File: src/rtl/key_conditioner_pkg.sv
// Shared definitions for the piano key front end: key count, selection states and helpers.
// The tone stage imports the same package.
package key_conditioner_pkg;

  localparam int N_KEYS = 4;
  localparam int SEL_W  = 2;

  typedef enum logic {
    S_IDLE = 1'b0,
    S_HELD = 1'b1
  } sel_state_t;

  // Ceiling log2, floored at 1 so a one-cycle debounce still gets a counter bit.
  function automatic int clog2(input int v);
    int r;
    r = 1;
    for (int i = 1; i < 31; i++) begin
      if ((1 << i) < v) r = i + 1;
    end
    return r;
  endfunction

  // Index of the highest set bit. The result is 0 for an empty mask, and callers guard that case.
  function automatic logic [SEL_W-1:0] hi_idx(input logic [N_KEYS-1:0] m);
    logic [SEL_W-1:0] r;
    r = '0;
    for (int i = 0; i < N_KEYS; i++) begin
      if (m[i]) r = SEL_W'(i);
    end
    return r;
  endfunction

endpackage

File: src/rtl/key_conditioner_if.sv
// Key bundle between raw pins, the conditioner (master) and the tone stage (slave).
// The release strobe is called rel because release is a reserved word.
interface key_conditioner_if;
  import key_conditioner_pkg::*;

  logic [N_KEYS-1:0] key_raw;
  logic [N_KEYS-1:0] key;
  logic [N_KEYS-1:0] press;
  logic [N_KEYS-1:0] rel;
  logic [SEL_W-1:0]  sel;
  logic              sel_valid;

  modport master (input key_raw, output key, press, rel, sel, sel_valid);
  modport slave  (output key_raw, input key, press, rel, sel, sel_valid);
endinterface

File: src/rtl/key_conditioner_debounce_ch.sv
// One key channel: a two-flop synchroniser, a stability counter, the accepted level
// and one-cycle press/release strobes.
module key_debounce_ch #(
  parameter int DB_CYCLES = 4,
  parameter int CNT_W     = 2
) (
  input  logic clk,
  input  logic rst,
  input  logic key_raw,
  output logic key,
  output logic press,
  output logic rel
);

  localparam logic [CNT_W-1:0] CNT_MAX = CNT_W'(DB_CYCLES - 1);

  logic             sync_p0;
  logic             sync_p1;
  logic [CNT_W-1:0] cnt;

  // Stage p0/p1: bring the asynchronous pin into the clk domain.
  always_ff @(posedge clk or posedge rst) begin
    if (rst) begin
      sync_p0 <= 1'b0;
      sync_p1 <= 1'b0;
    end else begin
      sync_p0 <= key_raw;
      sync_p1 <= sync_p0;
    end
  end

  // Stage p2: accept a level only after it has differed from key for DB_CYCLES cycles.
  always_ff @(posedge clk or posedge rst) begin
    if (rst) begin
      cnt   <= '0;
      key   <= 1'b0;
      press <= 1'b0;
      rel   <= 1'b0;
    end else begin
      press <= 1'b0;
      rel   <= 1'b0;
      if (sync_p1 == key) begin
        cnt <= '0;
      end else if (cnt == CNT_MAX) begin
        key   <= sync_p1;
        cnt   <= '0;
        press <= sync_p1;
        rel   <= ~sync_p1;
      end else begin
        cnt <= cnt + 1'b1;
      end
    end
  end

endmodule

File: src/rtl/key_conditioner.sv
// Four debounced key channels plus selection of the key pressed most recently.
// The selection reacts to the press/release strobes one cycle after they occur.
module key_conditioner
  import key_conditioner_pkg::*;
#(
  parameter int FREQ        = 133000000,
  parameter int DEBOUNCE_MS = 5
) (
  input  logic               clk,
  input  logic               rst,
  key_conditioner_if.master  bus
);

  localparam int DB_CYCLES = FREQ / 1000 * DEBOUNCE_MS;
  localparam int CNT_W     = clog2(DB_CYCLES);

  logic [N_KEYS-1:0] key_w;
  logic [N_KEYS-1:0] press_w;
  logic [N_KEYS-1:0] rel_w;

  for (genvar g = 0; g < N_KEYS; g++) begin : g_ch
    key_debounce_ch #(
      .DB_CYCLES (DB_CYCLES),
      .CNT_W     (CNT_W)
    ) u_ch (
      .clk     (clk),
      .rst     (rst),
      .key_raw (bus.key_raw[g]),
      .key     (key_w[g]),
      .press   (press_w[g]),
      .rel     (rel_w[g])
    );
  end

  sel_state_t        state, state_n;
  logic [SEL_W-1:0]  sel, sel_n;
  logic [N_KEYS-1:0] held;

  always_ff @(posedge clk or posedge rst) begin
    if (rst) begin
      state <= S_IDLE;
      sel   <= '0;
    end else begin
      state <= state_n;
      sel   <= sel_n;
    end
  end

  // A new press always wins, even when the selected key is released in the same cycle.
  always_comb begin
    state_n = state;
    sel_n   = sel;
    held    = key_w & ~rel_w;
    if (|press_w) begin
      sel_n   = hi_idx(press_w);
      state_n = S_HELD;
    end else if (state == S_HELD && rel_w[sel]) begin
      if (|held) sel_n = hi_idx(held);
      else       state_n = S_IDLE;
    end
  end

  assign bus.key       = key_w;
  assign bus.press     = press_w;
  assign bus.rel       = rel_w;
  assign bus.sel       = sel;
  assign bus.sel_valid = (state == S_HELD);

endmodule
File: src/flat_wrapper.sv
// flat-port wrapper written by rule: the top's interface ports become plain ports
module key_conditioner_flat import key_conditioner_pkg::*;
#(
  parameter int FREQ        = 133000000,
  parameter int DEBOUNCE_MS = 5
)
  (clk, rst, bus_key_raw, bus_key, bus_press, bus_rel, bus_sel, bus_sel_valid);
  key_conditioner_if bus_i ();
  input  logic clk;
  input  logic rst;
  input wire logic [$bits(bus_i.key_raw)-1:0] bus_key_raw;
  output wire logic [$bits(bus_i.key)-1:0] bus_key;
  output wire logic [$bits(bus_i.press)-1:0] bus_press;
  output wire logic [$bits(bus_i.rel)-1:0] bus_rel;
  output wire logic [$bits(bus_i.sel)-1:0] bus_sel;
  output wire logic [$bits(bus_i.sel_valid)-1:0] bus_sel_valid;
  assign bus_i.key_raw = bus_key_raw;
  assign bus_key = bus_i.key;
  assign bus_press = bus_i.press;
  assign bus_rel = bus_i.rel;
  assign bus_sel = bus_i.sel;
  assign bus_sel_valid = bus_i.sel_valid;
  key_conditioner #(.FREQ(FREQ), .DEBOUNCE_MS(DEBOUNCE_MS)) u_core (.clk(clk), .rst(rst), .bus(bus_i));
endmodule
File: config.mk
export PLATFORM = sky130hd
export DESIGN_NAME = key_conditioner_flat
export DESIGN_NICKNAME = d
export VERILOG_FILES = /design/src/rtl/key_conditioner_pkg.sv /design/src/rtl/key_conditioner_if.sv /design/src/rtl/key_conditioner_debounce_ch.sv /design/src/rtl/key_conditioner.sv /design/src/flat_wrapper.sv
export SDC_FILE = /design/constraint.sdc
export NUM_CORES = 1
export LEC_CHECK = 0
export CAP_MARGIN = 20
export CORE_UTILIZATION = 50
export DETAILED_ROUTE_END_ITERATION = 7
export GPL_TIMING_DRIVEN = 0
export PLACE_DENSITY = 0.74
export SETUP_SLACK_MARGIN = 0.4
export SLEW_MARGIN = 40
export SYNTH_ARGS = -nofsm -noshare
export SYNTH_HDL_FRONTEND = slang
export SYNTH_HIERARCHICAL = 1
export SYNTH_SLANG_ARGS = --single-unit
File: constraint.sdc
create_clock -name clk -period 2.1 [get_ports clk]
set_clock_uncertainty 0.1 [all_clocks]
set_input_delay 0.42 -clock clk [delete_from_list [all_inputs] [get_ports clk]]
set_output_delay 0.42 -clock clk [all_outputs]
set_load 0.02 [all_outputs]
Word level (Yosys, flattened, before mapping)
Cells that the tools add are included.
{"block": "totals", "word_cells": 99, "output_inout_bits": 15, "in_bits": 6, "regBits": 103}
{"block": "op_classes", "reduce_logical": 11, "n_eq_ne": 9, "bitwise_logic": 10, "order_cmp": 1, "addsub": 4, "muxes": 38}
{"cell": "$mux W20", "count": 8}
{"cell": "$add A20 B1 Y20 const B", "count": 4}
{"cell": "$eq A20 B20 Y1 const B", "count": 4}
{"cell": "$mux W1", "count": 22}
{"cell": "$mux W2", "count": 7}
{"cell": "$reduce_and A2 Y1", "count": 6}
{"cell": "$not A1 Y1", "count": 8}
{"cell": "$reduce_or A4 Y1", "count": 2}
{"cell": "$and A4 B4 Y4", "count": 1}
{"cell": "$eq A1 B1 Y1", "count": 4}
{"cell": "$not A4 Y4", "count": 1}
{"cell": "$reduce_bool A2 Y1", "count": 2}
{"cell": "$lt A2 B3 Y1 const B", "count": 1}
{"cell": "$bmux W1 S2", "count": 1}
{"cell": "$ne A2 B1 Y1 const B", "count": 1}
{"cell": "$logic_and A1 B1 Y1", "count": 1}

Longest topological paths before layout
Gate-level depths: netlist of run 1.
{"block": "depth", "depth_word": 8, "depth_mapped": 6, "depth_no_buf": 5}

Cells and area by module
Netlist of run 1, hierarchy kept.
{"module": "key_debounce_ch", "seq_area_each_um2": 625.6, "cells_per_inst": 112, "instances": 4, "area_each_um2": 1176.1}
{"module": "key_conditioner", "seq_area_each_um2": 75.1, "cells_per_inst": 24, "instances": 1, "area_each_um2": 240.2}

Least setup slack after synthesis of run 1
Ideal clock, no wire load.
{"block": "synth_path", "path_type": "register to register", "start": "register u_core.sel[1] (netlist: u_core/bus.sel[1])", "end": "register u_core.sel[1] (netlist: u_core/bus.sel[1])", "slack_ps": 335, "setup_ps": 128, "path_buffers": 0, "t_required_ps": 1872, "period_less_slack_ps": 1765, "stages_incl_launch_ff": 4, "t_arrival_ps": 1538, "cell_sequence": "dfrtp_1 > mux4_2 > a31oi_4 > mux2_1"}
{"block": "synth_via", "elab_chain_len": 5}
{"element": "from (decl)", "line": "key_conditioner.sv:36", "text": "logic [SEL_W-1:0] sel, sel_n;"}
{"element": "from (signal assigned)", "line": "key_conditioner.sv:45", "text": "sel <= sel_n;"}
{"element": "$bmux W1 S2", "line": "key_conditioner.sv:57", "text": "end else if (state == S_HELD && rel_w[sel]) begin"}
{"element": "$mux W1 (implied by the code)", "line": "key_conditioner.sv:57"}
{"element": "$logic_and A1 B1 Y1", "line": "key_conditioner.sv:57"}
{"element": "$reduce_bool A2 Y1 (no line)"}
{"element": "$reduce_and A2 Y1 (no line)"}
No other way between the ends. The select of a mux whose other input is x is not followed.
A chain may end at the register's enable or synchronous reset.

Worst setup path after layout of run 1
{"block": "layout_path", "start": "register u_core.g_ch[1].u_ch.cnt[11]", "end": "register u_core.g_ch[1].u_ch.cnt[17]"}
{"block": "layout_via", "elab_chain_len": 3, "elab_cells_between_ends": 4, "classes_between": "add/sub (1); eq/ne (1); mux (2)"}
{"element": "from (decl)", "line": "key_conditioner_debounce_ch.sv:19", "text": "logic [CNT_W-1:0] cnt;"}
{"element": "from (signal assigned)", "line": "key_conditioner_debounce_ch.sv:50", "text": "cnt <= cnt + 1'b1;"}
{"element": "$add A20 B1 Y20 / $eq A20 B20 Y1 (equally long branches)", "line": "key_conditioner_debounce_ch.sv:50, key_conditioner_debounce_ch.sv:44"}
{"element": "$mux W20 (*)", "line": "key_conditioner_debounce_ch.sv:44", "text": "end else if (cnt == CNT_MAX) begin"}
{"element": "$mux W20 (*)", "line": "key_conditioner_debounce_ch.sv:42", "text": "if (sync_p1 == key) begin"}
Mark *: on every way between the ends. The rest lies on a longest branch, timed or not.

==> results.md, run 1 <==
- Status: finished, final reports clean
- CTS Buf Count: 9
- #FFs+latches synth: around 100
- Max-cap violation count: 0
- Cells after synthesis: about 470
- IO Count: 21
- Routed WL per cell: 18.0 µm
- Tcrit/Tclk final: 87.9%
- Worst hold slack: between 0.2 and 0.3 ns
- Horiz. Die Dim: 101 µm
- Wire length on met2: about 6700 µm
- Final setup viols: 0
- Synth top area cells: dfrtp_1 (52%), xnor2_1 (7.8%), nor2_1 (5.7%)
- Max-slew violation count: 0
- Average size of a mapped cell: 10.5 µm²
- Hold buffers post-CTS: 0
- Cell accounting for the most synthesized area: dfrtp_1
- Vias in the first global route: 4165
- Hold Vio Cnt, Final: 0
- Std-Cell Rows: 35
- Initial antenna violation count: 0
- Layout cell share with drive strength beyond 1: 43.0%
- Crit path max fanout: 7
- Final worst path period need: 1.85 ns
- Max layer used: met4
- Grt total ovfl: 0
- M1 WL: 5220 µm
- Vias/cell: 5.87
- Worst-Skew Late Latency: roughly 0.37 ns
- Routed wire length: 12800 µm
- FILL cells: 600
- Clk buf depth: 2
- # port buffers: 20
- Max_slew headroom: 64.3%
- Die Ht: 101 µm
- Crit path DAT: 1.99 ns
- Sink Count: 103
- Crit path launch type: flop
- Top-area cell type share of the netlist area: 52.1%
- Hold Path Class: reg -> reg
- Core Footprint: 9420 µm²
- Final ANT Viol Nets: 0
- Synthesized cell area: around 4900 µm²
- RSZ-0062 raised after global routing: yes
- Largest net degree at the start of global routing: 26
- Starting Density: about 53%
- Die area: about 10000 µm²
- DR vias: about 4.2k
- Number of distinct library cells after synthesis: 37
- H-Tree Depth: 3
- Drt drc: 0
- Dpl hpwl: 6670 µm
- EDFF count, synth: 0
- Clk slew on worst S/H paths: 0.09 ns
- Fin util: a little over 70%
- Least-Margin Pin Slew: roughly 0.53 ns
- Crit end category: flop
- Global-route wire length before repair: slightly below 20000 µm
- Met3 routed WL: 500 µm
- Max Freq: 541 MHz
- Ys flop type: dfrtp_1
- WP data required: 2.25 ns
- Fin nets: 588
- Antenna diodes: 0
- Root buf cell: clkbuf_8
- Initial detailed-routing violation count: 164
- Post-synth ARST share: 100%
- Synth warnings: 6
- CTS tree: done
- Fin Setup TNS: 0 ns
- GP Congestion: roughly 0.88
- Sequential area share after synthesis: 52.1%
- Cell with the most instances after synthesis: dfrtp_1
- Peak supply drop: 0.000606 V
- Syn-to-layout area delta: 38.6%
- First-pass DRT Iterations: 5
- Total track usage: 24.6%
- Syn nets: about 480
- Leakage: 0.00266 µW
- Critical path class: reg -> reg
- Pwr dens: 522 nW/µm²
- Post-synth top cells: dfrtp_1 (103), nor2_1 (75), xnor2_1 (44)
-- path summary, 6_finish.rpt --
path	slack [ns]	cells after the start	startpoint	end
worst max-delay path	0.25	6	u_core/g_ch[1].u_ch/cnt[11]$_DFF_PP0_	u_core/g_ch[1].u_ch/cnt[17]$_DFF_PP0_
worst min-delay path	0.26	0	u_core/g_ch[3].u_ch/sync_p0$_DFF_PP0_	u_core/g_ch[3].u_ch/sync_p1$_DFF_PP0_
worst max register to register	0.25	6	u_core/g_ch[1].u_ch/cnt[11]$_DFF_PP0_	u_core/g_ch[1].u_ch/cnt[17]$_DFF_PP0_
worst min register to register	0.26	0	u_core/g_ch[3].u_ch/sync_p0$_DFF_PP0_	u_core/g_ch[3].u_ch/sync_p1$_DFF_PP0_
max in group asynchronous	1.00	2	rst	u_core/g_ch[1].u_ch/cnt[2]$_DFF_PP0_
min in group asynchronous	0.34	2	rst	u_core/bus.sel[0]$_DFFE_PP0P_
-- power by group --
part | leakage [µW] | internal, µW | switching, µW | total, µW
Combinational | 0.00120 | 74.9 | 114 | 189
Sequential | 0.00135 | 2010 | 39.5 | 2050
Clock | 0.000109 | 694 | 646 | 1340
Total | 0.00266 | 2780 | 800 | 3580
-- sequential cells by signal (all words and copies together), names as in the netlist --
signal	count
u_core/g_ch.u_ch/cnt	80
u_core/g_ch.u_ch/key	4
u_core/g_ch.u_ch/press	4
u_core/g_ch.u_ch/rel	4
u_core/g_ch.u_ch/sync_p0	4
u_core/g_ch.u_ch/sync_p1	4
u_core/bus.sel	2
u_core/bus.sel_valid	1
-- layer usage --
metal | up-vias | track usage, %
met5 | - | 0
met4 | 0 | 9.81
met3 | 42 | 4.42
met2 | 114 | 42.4
met1 | 2109 | 30.8
li1 | 1912 | -
-- repair_timing --
item | CTS | global route
setup endpoints to repair | 85 | 95
pin swaps | 23 | 52
gates resized for setup | 95 | 127
cloned | 0 | 3
buffers inserted | 53 | 19
-- placed cells by master, fill, tap and decap left out, drive strengths merged, types with 5 or more instances in the layout --
master | synthesis | final
nand2 | 25 | 25
nor2 | 75 | 75
xor2 | 16 | 16
dfrtp | 103 | 103
clkdlybuf4s50 | 0 | 5
nand4b | 5 | 5
nand4 | 21 | 21
nor3 | 16 | 16
o21ai | 17 | 17
or3 | 8 | 8
nor4 | 16 | 16
xnor2 | 44 | 44
nor3b | 12 | 12
buf | 4 | 79
a31oi | 5 | 5
inv | 10 | 10
clkdlybuf4s15 | 0 | 5
clkbuf | 0 | 13
dlygate4sd2 | 0 | 8
nand3 | 24 | 24
mux2 | 6 | 6
and3 | 8 | 8
a21oi | 12 | 12
nor4b | 8 | 8
-- critical path, stage by stage (launching register included) --
cell	delay, ns
dfrtp_1	0.43
buf_6	0.14
nor4bb_4	0.36
nand4_1	0.21
o21ai_4	0.25
buf_8	0.18
a21oi_1	0.06
-- area by class of cell --
| cell class | instances | area, µm² | area share, % |
|---|---|---|---|
| timing repair buffer | 95 | 791 | 11.5 |
| clock inverter | 4 | 70.1 | 1.02 |
| inverter | 10 | 37.5 | 0.548 |
| clock buffer | 11 | 141 | 2.06 |
| sequential | 103 | 2620 | 38.3 |
| multi-input combinational | 355 | 2980 | 43.5 |
| tap | 129 | 161 | 2.36 |
| buffer | 4 | 45.0 | 0.657 |
-- logic make-up (layout without fill, tap and decap cells) --
group | count (synthesis) | after routing | share of synthesized area [%]
buffers and inverters | 14 | 124 | 1.16
AO/OA/AOI/OAI | 37 | 37 | 4.38
flip-flops | 103 | 103 | 52.1
multiplexers | 11 | 11 | 2.63
adder cells (fa/ha/maj) | 4 | 4 | 1.01
AND/OR/NAND/NOR | 243 | 243 | 28.1
XOR/XNOR | 60 | 60 | 10.6
-- stage by stage --
stage,worst slack (ns),instances,power (µW),cell area [µm²]
floorplan,0.377,472,2150,4960
global placement,0.119,621,2180,5320
detailed placement,0.122,621,2190,5320
CTS,0.365,689,3550,6240
global route,0.196,711,3720,6850
finish,0.253,711,3580,6850
Power figures use the tool's default switching activity.
==> inputs of run 2 (changes only) <==
==> constraint.sdc (replaced) <==
create_clock -name clk -period 2.07 [get_ports clk]
set_clock_uncertainty 0.1 [all_clocks]
set_input_delay 0.414 -clock clk [delete_from_list [all_inputs] [get_ports clk]]
set_output_delay 0.414 -clock clk [all_outputs]
set_load 0.02 [all_outputs]
==> run 2 against run 1 <==
Against the previous run:
- sequential share of layout area is 0.42 points lower
- via count grew 2.4%
- largest power group unchanged
- flip-flop and latch count stayed put
- register-to-register slack better by 0.03 ns
- first-iteration DRC count down 21%
- cell area grew 1.4%
- worst setup slack better by 0.033 ns
- critical path type unchanged
==> results.md, run 2 (synthesis gave the netlist of run 1 again) <==
- Max-cap violation count: 0
- Reg area: 2630 µm²
- Peak supply drop: around 0.0006 V
- Sink Count: 103
- Max-slew violation count: 0
- Combinational power share: 5.4%
- Total Power: approximately 3600 µW
- IO Count: 21
- Max reg flops: 80
- Hold Vio Cnt, Final: 0
- Global-route wire length before repair: 20000 µm
- Most common cell after layout, fill and taps aside: buf_4
- CP startpoint: u_core/g_ch[1].u_ch/cnt[10]$_DFF_PP0_
- Final worst path period need: 1.78 ns
- Drt drc: 0
- Crit path launch type: flop
- Reg with most FFs: u_core/g_ch.u_ch/cnt
- Reg-to-reg slack, setup: 0.29 ns
- Max Freq: 560 MHz
- Fraction of power spent switching nets: 22.3%
- Tcrit/Tclk final: 86.2%
- Crit path DAT: 1.93 ns
- Grt total ovfl: 0
- CTS tree: done
- Final setup viols: 0
- Vias/cell: about 5.9
- Hold buffers post-CTS: 0
- Pwr dens: between 500 and 600 nW/µm²
- Antenna diodes: 0
- Crit end category: flop
- Worst-Skew Late Latency: 0.36 ns
- Sw Pwr: 808 µW
- Final ANT Viol Nets: 0
- Core Footprint: ~9400 µm²
- Vias in the first global route: 4185
- Status: finished, final reports clean
- Reg power frac: 57.3%
- Leakage: 0.00273 µW
- Largest net degree at the start of global routing: 26
- Starting Density: 52.5%
- Worst path most repeated cell: buf_6
- Fin nets: 596
- Total track usage: 25.2%
- Least-Margin Pin Slew: between 0.5 and 0.6 ns
- Critical Path Max Stage Delay: 0.42 ns
- Hold path start: u_core/g_ch[3].u_ch/sync_p0$_DFF_PP0_
- Crit path max fanout: 5
- Fin Setup TNS: 0 ns
- Routed wire length: 13300 µm
- Root buf cell: clkbuf_8
- Clk buf depth: 2
- Routed WL per cell: 18.4 µm
- Clk slew on worst S/H paths: roughly 0.09 ns
- Critical path class: reg -> reg
- Initial detailed-routing violation count: 129
- Initial antenna violation count: 0
- Hold Path Class: reg -> reg
- Syn-to-layout area delta: 40.5%
- WHS Path Cells: 0
- Min-Delay Endpoint: u_core/g_ch[3].u_ch/sync_p1$_DFF_PP0_
- DR vias: 4276
- Die Ht: 101 µm
- CTS Buf Count: 9
- Slowest library cell on the worst path: dfrtp_1
- Clock network fraction of design power: 37.3%
- Horiz. Die Dim: ~100 µm
- First-pass DRT Iterations: 5
- Max_slew headroom: 64.6%
- Most frequent cells in the layout: buf_4 (69), dfrtp_1 (61), dfrtp_2 (42), xnor2_1 (42), nor2_1 (41)
- Internal power: 2820 µW
- Crit-path cells: buf_6 -> nor4bb_4 -> nand4_1 -> o21ai_4 -> buf_6 -> nor2_1
- Dpl hpwl: 6670 µm
- # port buffers: 20
- Worst r2r src: u_core/g_ch[1].u_ch/cnt[10]$_DFF_PP0_
- Layout cell share with drive strength beyond 1: about 45%
- H-Tree Depth: 3
- R2R depth: 6
- Area of the multi-input gates: roughly 3000 µm²
- Die area: 10300 µm²
- RSZ-0062 raised after global routing: yes
- R2R Path End: u_core/g_ch[1].u_ch/cnt[16]$_DFF_PP0_
- WP data required: 2.21 ns
- Std-Cell Rows: 35
- FILL cells: 607
- GP Congestion: 0.875
[run 2: metal layers]
metal  part of all wire, %  global-route usage [%]
met1                    39                    30.9
met5                     0                       0
met4                   2.8                    8.70
met3                   5.3                    5.66
met2                    53                    43.9
[run 2: power by group through the flow]
stage | Clock [µW] | Combinational [µW] | Sequential (µW)
floorplan | 0 | 81.9 | 2090
finish | 1350 | 195 | 2080
CTS | 1390 | 144 | 2070
global route | 1470 | 215 | 2080
global placement | 0 | 116 | 2100
detailed placement | 0 | 120 | 2100
[run 2: worst max-delay path by stage]
stage | to | slack (ns) | cells past startpoint
detailed placement | u_core/g_ch[1].u_ch/cnt[11]$_DFF_PP0_ | 0.09 | 5
finish | u_core/g_ch[1].u_ch/cnt[16]$_DFF_PP0_ | 0.29 | 6
CTS | u_core/g_ch[1].u_ch/cnt[14]$_DFF_PP0_ | 0.34 | 6
global placement | u_core/g_ch[1].u_ch/cnt[8]$_DFF_PP0_ | 0.09 | 5
floorplan | u_core/g_ch[0].u_ch/cnt[15]$_DFF_PP0_ | 0.35 | 4
global route | u_core/g_ch[1].u_ch/cnt[16]$_DFF_PP0_ | 0.19 | 6
[run 2: repair_timing]
action | 4_1_cts | 5_1_grt
buffers inserted | 54 | 25
cloned | 0 | 4
resized for setup | 111 | 130
pin swaps | 29 | 52
endpoints found under the setup margin | 92 | 101
[run 2: critical path: cells and delay by family (launching register included)]
kind / cells / cell delay, ns
simple gates: 3 / 0.63
flops: 1 / 0.42
buf+inv: 2 / 0.29
compound gates: 1 / 0.23
[run 2: per-stage QoR]
stage	instance area (µm²)	utilization, %	hold WS [ns]	worst slack, ns	cells
6_report	6950	73.8	0.258	0.286	719
5_1_grt	6950	73.8	0.261	0.191	719
4_1_cts	6300	66.9	0.258	0.336	690
3_5_place_dp	5320	56.5	0.237	0.0924	621
3_3_place_gp	5320	56.5	0.234	0.0892	621
2_1_floorplan	4960	-	0.0676	0.347	472
[run 2: cell type report]
| type | count | share of cell area, % |
|---|---|---|
| well taps | 129 | 2.32 |
| multi-input cells | 355 | 43.3 |
| clock inverters | 4 | 1.01 |
| repair buffers | 103 | 12.3 |
| flip-flops and latches | 103 | 37.9 |
| plain buffers | 4 | 0.649 |
| inverters | 10 | 0.540 |
| clock buffers | 11 | 2.04 |
